`src/rtl/fdivsqrt_seq_ctrl.sv`:
```
// Sequencing controller for the iterative FP divide/sqrt and integer divide unit.
// Accepts one request, runs a step down-counter, and holds the result until Memory takes it.
module fdivsqrt_seq_ctrl #(
    parameter int DURLEN    = 6,
    parameter bit EARLYTERM = 1'b1
) (
    input  logic              clk,
    input  logic              reset,
    input  logic              FDivStartE,
    input  logic              IDivStartE,
    input  logic              StallE,
    input  logic              StallM,
    input  logic              FlushE,
    input  logic              SpecialCaseE,
    input  logic [DURLEN-1:0] CyclesE,
    input  logic              WZeroE,
    output logic              IFDivStartE,
    output logic              IterEnE,
    output logic              FDivBusyE,
    output logic              FDivDoneE,
    output logic              SpecialCaseHeld
);

    // state | meaning
    // IDLE  | waiting for a start request; Step is 0
    // BUSY  | iterating; Step counts remaining iterations down to 1
    // DONE  | result valid; held here while Memory stalls
    typedef enum logic [1:0] {
        IDLE = 2'd0,
        BUSY = 2'd1,
        DONE = 2'd2
    } state_t;

    state_t            state_q, state_d;
    logic [DURLEN-1:0] step_q, step_d;
    logic              held_q, held_d;
    logic [DURLEN-1:0] cycles_sat;
    logic              accept;
    logic              term;

    // A zero iteration count still takes one BUSY cycle so the datapath sees a load and a step.
    assign cycles_sat = (CyclesE == '0) ? DURLEN'(1) : CyclesE;

    // Gating with reset keeps the start pulse low while the block is held in reset.
    assign accept = reset & (state_q == IDLE) & (FDivStartE | IDivStartE) & ~StallE & ~FlushE;
    assign term   = (step_q == DURLEN'(1)) | (EARLYTERM & WZeroE);

    always_comb begin
        state_d = state_q;
        step_d  = step_q;
        held_d  = held_q;
        if (FlushE) begin
            state_d = IDLE;
            step_d  = '0;
            held_d  = 1'b0;
        end else begin
            case (state_q)
                IDLE: begin
                    step_d = '0;
                    if (accept) begin
                        held_d = SpecialCaseE;
                        if (SpecialCaseE) begin
                            state_d = DONE;
                        end else begin
                            state_d = BUSY;
                            step_d  = cycles_sat;
                        end
                    end
                end
                BUSY: begin
                    if (term) begin
                        state_d = DONE;
                        step_d  = '0;
                    end else begin
                        step_d = step_q - DURLEN'(1);
                    end
                end
                DONE: begin
                    step_d = '0;
                    if (!StallM) state_d = IDLE;
                end
                default: begin
                    state_d = IDLE;
                    step_d  = '0;
                    held_d  = 1'b0;
                end
            endcase
        end
    end

    always_ff @(posedge clk or negedge reset) begin
        if (!reset) begin
            state_q <= IDLE;
            step_q  <= '0;
            held_q  <= 1'b0;
        end else begin
            state_q <= state_d;
            step_q  <= step_d;
            held_q  <= held_d;
        end
    end

    assign IFDivStartE     = accept;
    assign IterEnE         = (state_q == BUSY);
    assign FDivDoneE       = (state_q == DONE);
    assign FDivBusyE       = (state_q == BUSY) | ((state_q == DONE) & StallM);
    assign SpecialCaseHeld = held_q;

endmodule

```
`config.mk`:
```
export PLATFORM = sky130hd
export DESIGN_NAME = fdivsqrt_seq_ctrl
export DESIGN_NICKNAME = d
export VERILOG_FILES = /design/src/rtl/fdivsqrt_seq_ctrl.sv
export SDC_FILE = /design/constraint.sdc
export NUM_CORES = 1
export LEC_CHECK = 0
export BUFFER_PORTS_ARGS = -buffer_cell sky130_fd_sc_hd__clkbuf_2
export CORE_UTILIZATION = 48
export CTS_BUF_LIST = sky130_fd_sc_hd__clkbuf_16
export DETAILED_ROUTE_END_ITERATION = 6
export PLACE_DENSITY = 0.76
export RECOVER_POWER = 50
export SYNTH_ARGS = -nofsm -noshare
export SYNTH_HDL_FRONTEND = slang
export SYNTH_SLANG_ARGS = --single-unit
```
`constraint.sdc`:
```
create_clock -name clk -period 2.04 [get_ports clk]
set_input_delay 0.612 -clock clk [delete_from_list [all_inputs] [get_ports clk]]
set_output_delay 0.612 -clock clk [all_outputs]
set_load 0.05 [all_outputs]
```
Word level (Yosys, flattened, before mapping):

Cells that the tools add are included.

* register bits: 9
* bits of input ports: 15
* logic and storage cells: 41

* add/subtract/negate cells: 1
* equality and inequality tests: 7
* multiplexer cells: 15
* bitwise gates (word level): 10
* reduce and logical (&&, ||, !) cells: 5

Operator list (count)
* $mux 6: 5
* $pmux 6 s2: 1
* $mux 2: 5
* $eq 6x1->1 const B: 1
* $logic_not 6->1: 1
* $ne 3x3->1 const B: 2
* $pmux 2 s3: 1
* $sub 6x1->6 const B: 1
* $and 1x1->1: 5
* $ne 3x2->1 const B: 1
* $or 1x1->1: 3
* $reduce_and 3->1: 1
* $eq 2x1->1 const B: 1
* $eq 2x2->1 const B: 1
* $logic_not 2->1: 1
* $mux 1: 2
* $ne 2x1->1 const B: 1
* $not 1->1: 2
* $pmux 1 s2: 1
* $reduce_and 2->1: 1
* $reduce_or 2->1: 1

Logic depth before layout (Yosys ltp):

Gate-level depths: netlist of the first run.

* word-level depth: 8
* mapped depth: 7
* mapped depth without buffers: 6

Worst setup path before layout of the first run:

Ideal clock, no wire load.

* path type: in2out
* start point: in StallE
* end point: out IFDivStartE
* arrival: 1.861 ns
* data required time: 1.428 ns
* slack: -0.433 ns
* stages on the path: 2
* path through: nand2b_4 > nor3_1

* cells in the longest elaborated chain, start to end: 3

RTL lines
* start, declared: line 11 `input logic StallE,`
* $not 1->1: line 45 `assign accept = reset & (state_q == IDLE) & (FDivStartE | IDivStartE) & ~StallE & ~FlushE;`
* $and 1x1->1 (2 in series): line 45
* end, declared: line 17 `output logic IFDivStartE,`

No other way between the ends.

Worst setup path after layout of the first run:

* start point: reg state_q[0]
* end point: out IFDivStartE

* cells in the longest elaborated chain, start to end: 5

RTL lines
* start, declared: line 34 `state_t state_q, state_d;`
* start signal, assigned: line 97 `state_q <= state_d;`
* $logic_not 2->1: line 45
* $and 1x1->1 (4 in series): line 45

No other way between the ends.

==> impl_metrics.py, run 1 <==
metrics = {
    "timing": {
        "finalMaxSlewViolations": 0,
        "relSlewSlack": 0.621,
        "fin_crit_sh": 0.980,
        "setup_viol": 0,
        "hold-worst-slack_ns": 0.498,
        "clock_skew_ns": 0.00112,
        "max_freq_mhz": 500,
        "finalWorstSetupSlack_ns": 0.0416,
        "tightest_slew_ns": 0.567,
        "finalHoldViolCount": 0,
        "min_period_ns": 2.00,
    },
    "setup_path": {
        "cp_cell_sequence": "inv_2 > ha_4 > nand2b_4 > nor3_4 > buf_8",
        "crit_path_max_incr_delay_ns": 0.40,
        "crit_type": "flop to output port",
        "critPathRequiredTime_ns": 1.43,
        "path_buf_inv": 2,
        "worstPathMaxFanout": 5,
        "crit_family": "flip-flops",
        "worstSetupStartpointType": "flop",
        "cp_slowest_cell": "dfrtp_1",
        "crit_path_end_kind": "output port",
        "cp_data_arrival_time_ns": 1.39,
    },
    "run_status": {
        "status": "completed",
    },
    "synth": {
        "synth_seq_cells": 9,
        "synth_fp_nets": 87,
        "synth_flop_cell": "dfrtp_1",
        "yosysWarnings": 0,
        "ys_types": 29,
        "synthCells": 67,
        "syn_area_um2": 626,
        "synth_edf_count": 0,
        "async_flop_share": 1.00,
        "yosysSeqAreaShare": 0.360,
        "syn_avg_cell_area_um2": 9.34,
    },
    "floorplan": {
        "dieWidth_um": 38.1,
        "start_util": 0.541,
        "rows": 12,
        "dieArea_um2": 1450,
        "coreArea_um2": 1160,
        "ioPinCount": 20,
        "die_h_um": 38.1,
    },
    "routing": {
        "drc": 0,
        "drt-pass1-iter-count": 5,
        "via_per_inst": 5.71,
        "avgRoutedWirePerCell_um": 14.5,
        "vias": 617,
        "drtIter0Drc": 18,
        "ant_nets": 0,
        "totalWireLength_um": 1570,
    },
    "cells_and_area": {
        "area_growth_pct": 41.8,
        "layout_commonest_cell": "clkbuf_2",
        "post-route-util": 0.767,
        "fillers": 79,
        "finalNonFillerCells": 108,
        "multi_input_area_um2": 407,
        "layout_common_cells": "clkbuf_2 (16), dfrtp_1 (9), nor2_1 (7)",
        "drive_above_1_share": 0.383,
        "fin_nets": 115,
        "antenna_cells": 0,
        "seq_area_um2": 225,
    },
    "global_route": {
        "grt.busiest_layer": "met2",
        "met3_usage": 0.105,
        "grt_first_pass_wirelength_um": 2550,
        "antenna_found_initial": 0,
        "grt-ovfl-total": 0,
        "grt_pass1_vias": 580,
        "grtUsageTotal": 0.263,
        "met1_usage": 0.342,
        "use_met2": 0.398,
        "grt_max_degree": 10,
    },
    "cts": {
        "clock_sinks": 9,
        "clk_pin_slew_ns": 0.04,
        "numCtsBuffers": 3,
        "clock_latency_ns": 0.24,
        "tritoncts": "done",
        "root_buffer": "clkbuf_16",
        "ctsLongestPathBuffers": 2,
        "cts.htree.levels": 1,
    },
    "power_and_ir_drop": {
        "finalPower_w": 0.000764,
        "p_leak_nw": 0.419,
        "power_density_nw_per_um2": 861,
        "vdd_drop_max_v": 0.000527,
    },
    "place": {
        "dp_hpwl_um": 1090,
        "place_inst": 103,
        "pre_cts_slack_ns": 0.0876,
        "io_buffers": 19,
        "place_congestion": 0.855,
    },
    "hold_path": {
        "hp-class": "input port to asynchronous set/reset pin",
    },
    "flow_run": {
        "maxCapViolations": 0,
    },
}
[routing by layer]
metal / share of wire / vias up
met2: 0.49 / 27
met4: 0.0038 / 0
met5: 0 / -
met3: 0.072 / 2
li1: - / 298
met1: 0.43 / 290
[worst register-to-register path, stage by stage, from the launching register on]
cell and delay (ns):
dfrtp_1 0.42, nor4_1 0.37, a211o_1 0.36, a31oi_1 0.15
nor3_1 0.19
[final cells by class]
type,count,share of cell area
repair buffers,24,0.158
inverters,5,0.0212
multi-input cells,52,0.458
clock buffers,3,0.0846
clock inverters,1,0.00423
flip-flops and latches,9,0.254
well taps,14,0.0197
[flip-flops by register name (all words and copies together) (netlist names)]
| register | flops |
|---|---|
| SpecialCaseHeld | 1 |
| step_q | 6 |
| state_q | 2 |
[cells by family (layout without fill, tap and decap cells)]
family	count (synthesis)	after routing	synth area share
and+or+nand+nor	24	24	0.216
xor gates and xnor gates	4	4	0.0560
DFF	9	9	0.360
adders and majority gates	5	5	0.100
buffers and inverters	6	33	0.0480
AOI/OAI and AO/OA	19	19	0.220
[where the power goes]
| part | leakage, nW | total [W] | internal, W | switching, W |
|---|---|---|---|---|
| sequential | 0.124 | 0.000201 | 0.000190 | 0.0000109 |
| combinational | 0.253 | 0.000218 | 0.0000840 | 0.000134 |
| clock | 0.0423 | 0.000344 | 0.000256 | 0.0000882 |
[worst paths after layout]
path                                      start         endpoint  slack (ns)  cells past startpoint
worst max-delay path                 state_q[0]      IFDivStartE        0.04                      5
worst min-delay path                      reset  SpecialCaseHeld        0.50                      2
worst max register to register        step_q[3]       state_q[1]        0.45                      4
worst min register to register  SpecialCaseHeld  SpecialCaseHeld        0.55                      2
max in group asynchronous                 reset        step_q[1]        1.21                      2
min in group clk                SpecialCaseHeld  SpecialCaseHeld        0.55                      2
[cells in the mapped netlist, types with 2 or more instances]
| cell | count | share of area |
|---|---|---|
| a21oi_1 | 3 | 0.024 |
| a2bb2oi_1 | 4 | 0.056 |
| dfrtp_1 | 9 | 0.36 |
| ha_1 | 5 | 0.10 |
| inv_1 | 5 | 0.030 |
| nand2_1 | 5 | 0.030 |
| nand2b_1 | 2 | 0.020 |
| nor2_1 | 7 | 0.042 |
| nor3_1 | 3 | 0.024 |
| o21ai_0 | 3 | 0.024 |
| xnor2_1 | 3 | 0.042 |
[per-stage QoR]
stage,TNS [ns],area [um^2]
6_report,0,887
5_1_grt,-0.0127,887
4_1_cts,0,870
3_5_place_dp,0,767
3_3_place_gp,0,767
2_1_floorplan,-0.0129,636
[timing repair]
action                                  CTS  global route
endpoints found under the setup margin    2             2
buffers inserted                          0             1
gates resized for setup                   6             5
hold buffers                              0             0
pin swaps                                 0             2
hold endpoints to repair                  0             0
(Power assumes the default switching activity.)
==> run 2: changes to the inputs <==
CORE_AREA = 2 2 39 41   (was unset)
CORE_UTILIZATION = unset   (was 48)
DIE_AREA = 0 0 41 43   (was unset)
PLACE_DENSITY = 0.75   (was 0.76)
clock period = 2.38 ns   (was 2.04 ns; I/O delays follow)
==> impl_metrics.py, run 2 (synthesis results as in run 1) <==
metrics = {
    "floorplan": {
        "rows": 14,
        "dieWidth_um": 41,
        "start_util": 0.452,
        "ioPinCount": 20,
        "coreArea_um2": 1380,
        "die_h_um": 43,
        "dieArea_um2": 1760,
    },
    "timing": {
        "setup_viol": 0,
        "fin_crit_sh": 0.939,
        "finalMaxSlewViolations": 0,
        "min_period_ns": 2.23,
        "rsz0062_at_grt": "no",
        "clock_skew_ns": 0.00134,
        "relSlewSlack": 0.596,
        "max_freq_mhz": 448,
        "hold-worst-slack_ns": 0.564,
        "finalHoldViolCount": 0,
        "tightest_slew_ns": 0.601,
        "tns_ns": 0,
    },
    "cts": {
        "clk_pin_slew_ns": 0.04,
        "tritoncts": "done",
        "cts.repair.resized": 0,
        "clock_sinks": 9,
        "cts_setup_buffers": 0,
        "clock_latency_ns": 0.23,
        "cts.htree.levels": 1,
        "numCtsBuffers": 3,
        "root_buffer": "clkbuf_16",
        "hold_buffers": 0,
        "ctsLongestPathBuffers": 2,
    },
    "setup_path": {
        "crit_path_max_incr_delay_ns": 0.39,
        "crit_family": "buffers and inverters",
        "worstSetupStartpointType": "flop",
        "cp_cell_sequence": "inv_1 > ha_1 > nand2b_1 > nor3_2 > clkbuf_2",
        "crit_path_end_kind": "output port",
        "critPathRequiredTime_ns": 1.67,
        "worstPathMaxFanout": 5,
        "cp_slowest_cell": "dfrtp_1",
        "crit_type": "flop to output port",
        "path_buf_inv": 2,
        "cp_data_arrival_time_ns": 1.52,
    },
    "cells_and_area": {
        "post-route-util": 0.590,
        "layout_common_cells": "clkbuf_2 (18), dfrtp_1 (9), nor2_1 (7)",
        "top_register": "step_q",
        "drive_above_1_share": 0.289,
        "largest_register_ff_count": 6,
        "area_growth_pct": 30.4,
        "fin_nets": 111,
        "fillers": 130,
        "layout_commonest_cell": "clkbuf_2",
        "antenna_cells": 0,
    },
    "global_route": {
        "grt_max_degree": 10,
        "grtUsageTotal": 0.176,
        "grt.busiest_layer": "met2",
        "met3_usage": 0.0942,
        "grt_first_pass_wirelength_um": 2080,
        "grt_pass1_vias": 508,
        "antenna_found_initial": 0,
        "met1_usage": 0.217,
        "use_met2": 0.272,
        "grt-ovfl-total": 0,
    },
    "power_and_ir_drop": {
        "vdd_drop_max_v": 0.000791,
        "finalPower_w": 0.000612,
        "p_leak_nw": 0.389,
        "power_density_nw_per_um2": 750,
    },
    "hold_path": {
        "hp-class": "flop to flop",
    },
    "routing": {
        "vias": 551,
        "ant_nets": 0,
        "drtIter0Drc": 10,
        "drc": 0,
        "drt-pass1-iter-count": 4,
        "via_per_inst": 5.20,
        "avgRoutedWirePerCell_um": 12.8,
        "totalWireLength_um": 1350,
    },
    "place": {
        "place_congestion": 0.871,
        "dp_hpwl_um": 1090,
        "io_buffers": 19,
    },
    "flow_run": {
        "maxCapViolations": 0,
    },
    "run_status": {
        "status": "completed",
    },
}
## run 2: cell types whose count changed in the layout (fill, tap and decap cells not counted), moves of 2 or more
cell and change:
buf_4 -5, inv_2 -2, inv_1 +2, clkbuf_2 +2, ha_1 +2
## run 2: path summary, 6_finish.rpt
check	from	to	slack (ns)	depth (start not counted)
worst min register to register	SpecialCaseHeld	SpecialCaseHeld	0.56	2
worst min-delay path	SpecialCaseHeld	SpecialCaseHeld	0.56	2
worst max-delay path	state_q[0]	IFDivStartE	0.15	5
min in group asynchronous	reset	step_q[5]	0.63	2
worst max register to register	state_q[0]	step_q[0]	0.65	6
max in group asynchronous	reset	step_q[3]	1.43	2
## run 2: cell type report
cell class / count / area (um^2) / area share
timing repair buffer: 20 / 97.6 / 0.120
inverter: 5 / 18.8 / 0.0230
clock inverter: 1 / 3.75 / 0.00460
multi-input combinational: 52 / 375 / 0.460
tap: 16 / 20.0 / 0.0245
sequential: 9 / 225 / 0.276
clock buffer: 3 / 75.1 / 0.0920
## run 2: per-layer routing
metal  vias up  wire length [um]
li1        286                 -
met1       256               632
met2         9               658
met3         0                64
met4         0                 0
met5         -                 0
## run 2: metrics by stage
stage / std cells / setup WS [ns] / area (um^2)
after floorplan: 67 / 0.109 / 631
after global placement: 102 / 0.229 / 742
after detailed placement: 102 / 0.184 / 742
after CTS: 106 / 0.143 / 821
after global routing: 106 / 0.0573 / 816
final: 106 / 0.146 / 816
## run 2: where the power goes
part | switching, W | total (W) | internal (W)
registers | 0.00000827 | 0.000171 | 0.000163
clock network | 0.0000692 | 0.000288 | 0.000219
logic | 0.000101 | 0.000153 | 0.0000517
## run 2: worst min-delay path: stages (launching register included)
cell and delay, ns:
dfrtp_1 0.38, nand2_1 0.07, a21oi_1 0.06
